File: src/rtl/wb_pkg.sv
// wb_pkg: shared types and constants for the write-back sequencer.
//   XLEN       - result / register-file data width
//   REG_ADDR_W - register address width (32 architectural registers)
//   NUM_REGS   - number of architectural registers
//   wb_req_t   - one pending write: destination register plus data
package wb_pkg;

   localparam int unsigned XLEN       = 32;
   localparam int unsigned REG_ADDR_W = 5;
   localparam int unsigned NUM_REGS   = 32;

   typedef struct packed {
      logic [REG_ADDR_W-1:0] rd;
      logic [XLEN-1:0]       data;
   } wb_req_t;

   // One-hot register mask for rd; all-zero when en is low.
   function automatic logic [NUM_REGS-1:0] reg_mask(input logic en,
                                                   input logic [REG_ADDR_W-1:0] rd);
      logic [NUM_REGS-1:0] m;
      m = {NUM_REGS{1'b0}};
      if (en) begin
         m[rd] = 1'b1;
      end else begin
         m = {NUM_REGS{1'b0}};
      end
      return m;
   endfunction

endpackage

File: src/rtl/wb_fifo.sv
// wb_fifo: synchronous FIFO holding load responses awaiting write-back.
//   clk_i, rst_ni   - clock, asynchronous active-low reset
//   push_i, data_i  - enqueue request (ignored when full)
//   pop_i           - dequeue head (ignored when empty)
//   head_o          - current head entry (valid when !empty_o)
//   full_o, empty_o - occupancy flags, derived from the pointers only
module wb_fifo
   import wb_pkg::*;
#(
   parameter int unsigned DEPTH = 4
) (
   input  logic    clk_i,
   input  logic    rst_ni,
   input  logic    push_i,
   input  wb_req_t data_i,
   input  logic    pop_i,
   output wb_req_t head_o,
   output logic    full_o,
   output logic    empty_o
);

   localparam int unsigned AW = $clog2(DEPTH);

   // Pointers carry one extra wrap bit to tell full from empty.
   logic [AW:0] wr_ptr_q, wr_ptr_d;
   logic [AW:0] rd_ptr_q, rd_ptr_d;
   wb_req_t     mem_q [DEPTH];
   logic        push_ok_s;
   logic        pop_ok_s;

   assign full_o    = (wr_ptr_q[AW] != rd_ptr_q[AW]) &&
                      (wr_ptr_q[AW-1:0] == rd_ptr_q[AW-1:0]);
   assign empty_o   = (wr_ptr_q == rd_ptr_q);
   assign push_ok_s = push_i && !full_o;
   assign pop_ok_s  = pop_i && !empty_o;
   assign head_o    = mem_q[rd_ptr_q[AW-1:0]];

   // Next-state pointer arithmetic (modular wrap).
   always_comb begin
      wr_ptr_d = wr_ptr_q;
      rd_ptr_d = rd_ptr_q;
      if (push_ok_s) begin
         wr_ptr_d = wr_ptr_q + {{AW{1'b0}}, 1'b1};
      end else begin
         wr_ptr_d = wr_ptr_q;
      end
      if (pop_ok_s) begin
         rd_ptr_d = rd_ptr_q + {{AW{1'b0}}, 1'b1};
      end else begin
         rd_ptr_d = rd_ptr_q;
      end
   end

   // Pointer registers.
   always_ff @(posedge clk_i or negedge rst_ni) begin
      if (!rst_ni) begin
         wr_ptr_q <= {(AW+1){1'b0}};
         rd_ptr_q <= {(AW+1){1'b0}};
      end else begin
         wr_ptr_q <= wr_ptr_d;
         rd_ptr_q <= rd_ptr_d;
      end
   end

   // Storage; contents are only ever read behind a valid pointer, so no reset.
   always_ff @(posedge clk_i) begin
      if (push_ok_s) begin
         mem_q[wr_ptr_q[AW-1:0]] <= data_i;
      end
   end

endmodule

File: src/rtl/wb_writer_chk.sv
// wb_writer_chk: upstream-contract checks for wb_writer (simulation only).
//   clk, rst_n            - clock and reset of the checked block
//   alu_valid, alu_rd     - ALU write request
//   ld_issue, ld_issue_rd - load issue
//   mem_valid, mem_rd     - load response
//   pending               - scoreboard state
//   clr_mask              - registers being cleared this cycle (FIFO head selected)
module wb_writer_chk (
   input logic        clk,
   input logic        rst_n,
   input logic        alu_valid,
   input logic [4:0]  alu_rd,
   input logic        ld_issue,
   input logic [4:0]  ld_issue_rd,
   input logic        mem_valid,
   input logic [4:0]  mem_rd,
   input logic [31:0] pending,
   input logic [31:0] clr_mask
);

   // Sample contract properties on every active edge out of reset.
   always @(posedge clk) begin
      if (rst_n) begin
         // A re-issue is legal only when the previous load to rd retires this cycle.
         assert (!(ld_issue && pending[ld_issue_rd] && !clr_mask[ld_issue_rd]))
            else $error("contract: ld_issue to pending rd %0d", ld_issue_rd);
         assert (!(alu_valid && pending[alu_rd]))
            else $error("contract: alu write to pending rd %0d", alu_rd);
         assert (!(mem_valid && !pending[mem_rd]))
            else $error("contract: mem response for non-pending rd %0d", mem_rd);
      end
   end

endmodule

File: src/rtl/wb_writer.sv
// wb_writer: write-back sequencer for the 32x32 register file.
//   clk, rst_n                     - clock, asynchronous active-low reset
//   alu_valid/alu_rd/alu_data      - single-cycle ALU result (always accepted)
//   ld_issue/ld_issue_rd           - load issue, marks rd pending
//   mem_valid/mem_rd/mem_data      - load response, accepted when mem_ready
//   mem_ready                      - FIFO not full
//   RegWEn/AddrD/DataD             - registered register-file write port
//   pending                        - per-register outstanding-load scoreboard
// XLEN must match wb_pkg::XLEN, which sizes the buffered payload.
module wb_writer
   import wb_pkg::*;
#(
   parameter int unsigned XLEN  = wb_pkg::XLEN,
   parameter int unsigned DEPTH = 4
) (
   input  logic            clk,
   input  logic            rst_n,
   input  logic            alu_valid,
   input  logic [4:0]      alu_rd,
   input  logic [XLEN-1:0] alu_data,
   input  logic            ld_issue,
   input  logic [4:0]      ld_issue_rd,
   input  logic            mem_valid,
   output logic            mem_ready,
   input  logic [4:0]      mem_rd,
   input  logic [XLEN-1:0] mem_data,
   output logic            RegWEn,
   output logic [4:0]      AddrD,
   output logic [XLEN-1:0] DataD,
   output logic [31:0]     pending
);

   wb_req_t         push_req_s;
   wb_req_t         head_s;
   logic            fifo_full_s;
   logic            fifo_empty_s;
   logic            sel_fifo_s;
   logic            sel_any_s;
   logic [4:0]      sel_rd_s;
   logic [XLEN-1:0] sel_data_s;
   logic [31:0]     set_mask_s;
   logic [31:0]     clr_mask_s;

   logic            wen_q,     wen_d;
   logic [4:0]      addr_q,    addr_d;
   logic [XLEN-1:0] data_q,    data_d;
   logic [31:0]     pending_q, pending_d;

   assign push_req_s.rd   = mem_rd;
   assign push_req_s.data = mem_data;
   assign mem_ready       = !fifo_full_s;

   wb_fifo #(
      .DEPTH (DEPTH)
   ) u_fifo (
      .clk_i   (clk),
      .rst_ni  (rst_n),
      .push_i  (mem_valid),
      .data_i  (push_req_s),
      .pop_i   (sel_fifo_s),
      .head_o  (head_s),
      .full_o  (fifo_full_s),
      .empty_o (fifo_empty_s)
   );

   // Arbiter: ALU first, then FIFO head; drives the next write-port values.
   always_comb begin
      sel_fifo_s = 1'b0;
      sel_any_s  = 1'b0;
      sel_rd_s   = 5'd0;
      sel_data_s = {XLEN{1'b0}};
      if (alu_valid) begin
         sel_any_s  = 1'b1;
         sel_rd_s   = alu_rd;
         sel_data_s = alu_data;
      end else if (!fifo_empty_s) begin
         sel_fifo_s = 1'b1;
         sel_any_s  = 1'b1;
         sel_rd_s   = head_s.rd;
         sel_data_s = head_s.data;
      end else begin
         sel_any_s  = 1'b0;
      end

      // rd==0 selections are consumed but never written; address/data hold.
      wen_d  = sel_any_s && (sel_rd_s != 5'd0);
      addr_d = addr_q;
      data_d = data_q;
      if (wen_d) begin
         addr_d = sel_rd_s;
         data_d = sel_data_s;
      end else begin
         addr_d = addr_q;
         data_d = data_q;
      end
   end

   // Scoreboard next state: a set in the same cycle as a clear wins.
   always_comb begin
      set_mask_s = reg_mask(ld_issue && (ld_issue_rd != 5'd0), ld_issue_rd);
      clr_mask_s = reg_mask(sel_fifo_s, head_s.rd);
      pending_d  = set_mask_s | (pending_q & ~clr_mask_s);
      pending_d[0] = 1'b0;
   end

   // Registered write port and scoreboard.
   always_ff @(posedge clk or negedge rst_n) begin
      if (!rst_n) begin
         wen_q     <= 1'b0;
         addr_q    <= 5'd0;
         data_q    <= {XLEN{1'b0}};
         pending_q <= 32'd0;
      end else begin
         wen_q     <= wen_d;
         addr_q    <= addr_d;
         data_q    <= data_d;
         pending_q <= pending_d;
      end
   end

   assign RegWEn  = wen_q;
   assign AddrD   = addr_q;
   assign DataD   = data_q;
   assign pending = pending_q;

   wb_writer_chk u_chk (
      .clk         (clk),
      .rst_n       (rst_n),
      .alu_valid   (alu_valid),
      .alu_rd      (alu_rd),
      .ld_issue    (ld_issue),
      .ld_issue_rd (ld_issue_rd),
      .mem_valid   (mem_valid),
      .mem_rd      (mem_rd),
      .pending     (pending_q),
      .clr_mask    (clr_mask_s)
   );

endmodule

File: config.mk
export PLATFORM = sky130hd
export DESIGN_NAME = wb_writer
export DESIGN_NICKNAME = d
export VERILOG_FILES = /design/src/rtl/wb_pkg.sv /design/src/rtl/wb_fifo.sv /design/src/rtl/wb_writer_chk.sv /design/src/rtl/wb_writer.sv
export SDC_FILE = /design/constraint.sdc
export NUM_CORES = 1
export LEC_CHECK = 0
export CAP_MARGIN = 20
export CELL_PAD_IN_SITES_DETAIL_PLACEMENT = 0
export CELL_PAD_IN_SITES_GLOBAL_PLACEMENT = 1
export CORE_MARGIN = 2
export CORE_UTILIZATION = 40
export CTS_BUF_LIST = sky130_fd_sc_hd__clkbuf_8 sky130_fd_sc_hd__clkbuf_16
export CTS_CLUSTER_DIAMETER = 100
export DETAILED_ROUTE_END_ITERATION = 12
export PLACE_DENSITY_LB_ADDON = 0.1
export SLEW_MARGIN = 20
export SYNTH_ARGS = -nofsm -noshare
export SYNTH_HDL_FRONTEND = slang
export SYNTH_SLANG_ARGS = --single-unit
File: constraint.sdc
create_clock -name clk -period 2.46 [get_ports clk]
set_clock_uncertainty 0.1 [all_clocks]
set_input_delay 0.492 -clock clk [delete_from_list [all_inputs] [get_ports clk]]
set_output_delay 0.492 -clock clk [all_outputs]
set_load 0.02 [all_outputs]
Word-level counts from Yosys, hierarchy flattened --
Memory sizes are Yosys's and may differ from the RTL's. Cells that the tools add are included.
Word-level totals: RAM bits 148, bits in registers 75, word-level logic and storage cells 45, memories 1
Operators by class: bitwise gates (word level) 3, add/sub/neg operators 2, equality and inequality tests 3, magnitude comparators 4, reduce and logical (&&, ||, !) cells 11, multiplexer cells 15
Memories:
- u_fifo.mem_q | words 4, bits a word 37, rd ports 1, clocked after Yosys merged registers in 0, wr ports 1, RTL line wb_fifo.sv:27 | wb_req_t mem_q [DEPTH];
Operators by type and width (count):
- 2-to-1 mux 32 bit | 4
- AND 32 bit | 1
- inverter 32 bit | 1
- OR 32 bit | 1
- < comparator 5 x 6 -> 1 bit (second input constant) | 2
- demux 1 bit (select 5 bit) | 2
- >= comparator 5 x 1 -> 1 bit (second input constant) | 2
- 2-to-1 mux 5 bit | 2
- nonzero test 5 bit | 2
- logical AND 1 bit | 7
- 2-to-1 mux 1 bit | 7
- adder 3 x 1 -> 3 bit (second input constant) | 2
- == test 3 bit | 1
- == test 2 bit | 1
- logical NOT 1 bit | 2
- inequality test 1 bit | 1

Logic depth before layout (Yosys ltp) --
An unclocked memory read counts as a cell.
word-level depth 9, mapped depth 9, mapped depth without buffers 5

By module --
From an unflattened synthesis, not the netlist that was laid out.
Second synthesis, totals: cells, all modules 503, area total of the unflattened synthesis 9061.2 sq um
Modules (own cells, without submodules):
- wb_fifo | cells an instance 243, sequential area each 4594.4 sq um, area each 5836.8 sq um, times used 1
- wb_writer | cells an instance 260, sequential area each 1726.7 sq um, area each 3224.3 sq um, times used 1

Worst setup path before layout --
OpenSTA, ideal clock, no wires.
kind flip-flop to flip-flop, from reg u_fifo.rd_ptr_q[0], to mem u_fifo.mem_q[3][0] (netlist name), enable pin, setup slack -0.238 ns, data arrival time 2.198 ns, stages on the path, launching flop included 7, path buffers 2, cell sequence dfrtp_1 > buf_6 > buf_8 > xor2_1 > nor2_1 > nand2_1 > and3_1
Between the ends: cells in the longest elaborated chain, start to end 6
RTL lines:
- start, declared | RTL line wb_fifo.sv:26 | logic [AW:0] rd_ptr_q, rd_ptr_d;
- start signal, assigned | RTL line wb_fifo.sv:58 | rd_ptr_q <= {(AW+1){1'b0}};
- start signal, assigned | RTL line wb_fifo.sv:61 | rd_ptr_q <= rd_ptr_d;
- == test 2 bit | RTL line wb_fifo.sv:32 | (wr_ptr_q[AW-1:0] == rd_ptr_q[AW-1:0]);
- logical AND 1 bit | RTL line wb_fifo.sv:31 | assign full_o = (wr_ptr_q[AW] != rd_ptr_q[AW]) &&
- logical NOT 1 bit
- net mem_ready | RTL line wb_writer.sv:24 | output logic mem_ready,
- logical AND 1 bit | RTL line wb_fifo.sv:34 | assign push_ok_s = push_i && !full_o;
- 2-to-1 mux 1 bit | RTL line wb_fifo.sv:67 | if (push_ok_s) begin
- 2-to-1 mux 1 bit (not written as such) | RTL line wb_fifo.sv:68 | mem_q[wr_ptr_q[AW-1:0]] <= data_i;
- end, declared | RTL line wb_fifo.sv:27
The timed path passes the listed nets, and every way through them passes these cells.

Final worst setup path --
from reg u_fifo.rd_ptr_q[0], to reg data_q[12] (netlist: DataD[12])
Between the ends: cells in the longest elaborated chain, start to end 5, elaborated cells between the ends (all ways) 10
RTL lines:
- memory (4 x 37 bit) / == test 3 bit (equally long branches)
- 2-to-1 mux 5 bit | RTL line wb_writer.sv:76 | end else if (!fifo_empty_s) begin
- 2-to-1 mux 5 bit | RTL line wb_writer.sv:72 | if (alu_valid) begin
- nonzero test 5 bit | RTL line wb_writer.sv:86 | wen_d = sel_any_s && (sel_rd_s != 5'd0);
- logical AND 1 bit | RTL line wb_writer.sv:86
- end signal, assigned | RTL line wb_writer.sv:111 | data_q <= {XLEN{1'b0}};
- end signal, assigned | RTL line wb_writer.sv:116 | data_q <= data_d;
- end, declared | RTL line wb_writer.sv:46 | logic [XLEN-1:0] data_q, data_d;
Parallel ways exist; a longest one is shown, timed or not. A chain may end at the register's enable or synchronous reset.

==> qor.yml <==
drive_gt1_frac: 0.2149
synth_seq_cells: 223
cpPeakStageDelay_ns: 0.56
post-route-period-util: 0.9979
slowest_stage: "mux4_2"
cts_made_buffers: 25
path_class: "reg2reg"
multi_input_comb_area_um2: 2545
tightestPinTransition_ns: 0.6023
yosysSeqAreaShare: 0.6980
maxSlewHeadroom: 0.5984
fmax_ghz: 0.4074
die_x_um: 154.5
synth_edf_count: 148
clkTransAtPathRegs_ns: 0.06
hpwlAfterDp_um: 13310
avgSynthCellArea_um2: 16.29
hp-class: "in2reg"
synth_top_area_cell: "edfxtp_1"
hold_viol_final: 0
synth_ff_type: "edfxtp_1"
min_period_ns: 2.455
powerDensity_nw_per_um2: 1321
p_leak_nw: 4.511
crit_arrival_ns: 2.76
track_usage: 0.1705
setup-violations-final: 0
drv_cap: 0
synth.distinct_cells: 39
dieArea_um2: 23860
end_kind: "flip-flop"
numPortBuffers: 153
fp.coreArea_um2: 22430
rows: 55
vias: 5381
synth.area.top_cells: "edfxtp_1 (49%), dfrtp_1 (21%), mux4_2 (9.0%)"
cts_sinks: 223
route.met3.wl_um: 1047
vias_per_cell: 5.135
post_drt_wl_per_cell_um: 19.36
postSynthCellCount: 556
synthesis.nets: 645
netlist_area_um2: 9056
routed-wl-met2_um: 9891
first_pass_iters: 4
grt_overflow: 0
drc_errors: 0
placed_cells: 999
critPathRequiredTime_ns: 2.76
rsz0062_at_grt: "true"
place.gp.congestion: 0.7357
htreeDepth: 1
antenna_found_initial: 0
antenna_left: 0
num_antenna_cells: 0
chipHeight_um: 154.5
clockBufferDepth: 3
path_cells: "mux4_2, nor3_4, a211o_1, and4_4, buf_12, mux2_4"
cts_tree: "done"
routed.top_layer: "met4"
nFillCells: 1830
start_util: 0.4037
worstSetupStartpointType: "flip-flop"
crit_fanout: 16
drtIter0Drc: 246
dp_slack_ns: -0.2099
wl_met1_um: 9087
final-seq-area_um2: 6326
ys.warnings.count: 0
area_delta_synth_final_pct: 33.32
finalNonFillerCells: 1048
cts-root-buf: "clkbuf_16"
outcome: "completed"
grt_max_degree: 43
slew_violations: 0
fin_util: 0.5382
pin_count: 155
ir_drop_uv: 796.6
grt_pass1_vias: 5778
clkLatencyLatePin_ns: 0.52
async_reset_ff_frac: 0.3363
final_nets: 833
routed_wl_um: 20290
grt_pass1_wl_um: 31920
netlist.area_leader.share: 0.4907
timing.final.ws_setup_ns: 0.005126
power_mw: 15.95
per-stage QoR:
| stage | area, um2 | hold slack [ns] | setup TNS [ns] |
|---|---|---|---|
| final | 12070 | 0.2637 | 0 |
| after detailed placement | 11100 | 0.3835 | -5.319 |
| after global routing | 12070 | 0.2891 | -1.650 |
| after CTS | 12030 | 0.2508 | -0.09085 |
| after global placement | 11100 | 0.3751 | -3.775 |
| after floorplan | 9061 | 0.09641 | 0 |
sequential cells by signal (all words and copies together), names as in the netlist:
| name | cells |
|---|---|
| AddrD | 5 |
| DataD | 32 |
| u_fifo.rd_ptr_q | 3 |
| u_fifo.mem_q | 148 |
| pending | 31 |
| u_fifo.wr_ptr_q | 3 |
| RegWEn | 1 |
worst paths after layout:
kind                       slack [ns]  cells after the start     endpoint               start
hold / removal                   0.26                      3     AddrD[0]           alu_valid
min in group asynchronous        0.42                      2    DataD[21]               rst_n
setup reg to reg                0.005                      6    DataD[12]  u_fifo.rd_ptr_q[0]
hold reg to reg                  0.40                      2  pending[14]         pending[14]
max in group asynchronous        1.22                      3   pending[6]               rst_n
setup / recovery                0.005                      6    DataD[12]  u_fifo.rd_ptr_q[0]
Yosys cell counts (2+ instances only):
cell type,n
edfxtp_1,148
o21ai_0,93
dfrtp_1,75
nand2_1,71
mux4_2,36
mux2_4,25
clkbuf_1,17
mux2_2,10
and3_1,7
inv_1,7
nand3b_1,6
ha_1,5
nand3_1,5
xor2_1,5
a221o_1,4
buf_12,4
buf_2,4
nor2_1,4
nand2b_1,3
mux2i_1,2
nor2b_1,2
nor3_1,2
o41ai_1,2
or3_1,2
or3b_2,2
xnor2_1,2
layout by cell type, fill, tap and decap left out, types with 2 or more instances in the layout:
master | synthesis | final
nor2_1 | 4 | 4
buf_12 | 4 | 8
clkbuf_8 | 0 | 2
xor2_1 | 5 | 4
clkbuf_16 | 0 | 26
clkinvlp_4 | 0 | 2
a221o_1 | 4 | 4
and3_2 | 0 | 4
nand2b_1 | 3 | 3
bufinv_16 | 0 | 5
buf_4 | 1 | 26
ha_1 | 5 | 5
o21ai_0 | 93 | 87
mux2_2 | 10 | 7
clkinv_1 | 0 | 2
nor2b_1 | 2 | 2
or3b_2 | 2 | 2
inv_1 | 7 | 11
xnor2_1 | 2 | 2
mux4_2 | 36 | 36
nand3_1 | 5 | 5
buf_6 | 1 | 2
o41ai_1 | 2 | 2
o21ai_1 | 0 | 6
mux2i_1 | 2 | 2
nand2_1 | 71 | 70
nand3b_1 | 6 | 6
clkdlybuf4s50_1 | 0 | 150
edfxtp_1 | 148 | 148
dfrtp_1 | 75 | 73
mux2_4 | 25 | 28
clkinv_2 | 0 | 3
nor3_1 | 2 | 2
and3_1 | 7 | 3
final cells by class:
| type | count | share of cell area |
|---|---|---|
| well taps | 285 | 0.02953 |
| clock inverters | 19 | 0.02052 |
| clock buffers | 27 | 0.05409 |
| inverters | 7 | 0.002176 |
| repair buffers | 189 | 0.1590 |
| flip-flops and latches | 223 | 0.5239 |
| multi-input cells | 298 | 0.2108 |
what timing repair did:
action,CTS,global route
setup endpoints to repair,14,46
pin swaps,1,1
hold endpoints to repair,38,0
cloned,0,1
gates resized for setup,8,11
hold buffers,1,0
buffers inserted,0,1
per-layer routing:
metal / GRT usage / vias to the layer above
met5: 0 / -
met4: 0.02954 / 0
met3: 0.03783 / 19
met2: 0.2902 / 137
met1: 0.2295 / 2743
li1: - / 2482
critical path, delay by kind of cell, from the launching register on:
family / cells / cell delay, ns
flip-flops: 1 / 0.47
buffers and inverters: 1 / 0.19
multiplexers: 2 / 0.87
AND/OR/NAND/NOR: 2 / 0.51
AO/OA/AOI/OAI: 1 / 0.17
power breakdown:
part,switching [mW],internal [mW]
sequential,0.532,5.26
combinational,3.13,3.07
clock,1.49,2.46
kinds of logic (layout without fill, tap and decap cells):
logic type | count (synthesis) | in the layout | synth area share
AO/OA/AOI/OAI | 101 | 101 | 0.05969
multiplexers | 73 | 73 | 0.1456
flip-flops | 223 | 223 | 0.6980
adder cells (fa/ha/maj) | 5 | 5 | 0.006908
other | 1 | 1 | 0.0004141
buffers and inverters | 35 | 242 | 0.02473
XOR/XNOR | 7 | 7 | 0.006770
AND/OR/NAND/NOR | 111 | 111 | 0.05789
Note: power is estimated with default switching activity, not from simulation.
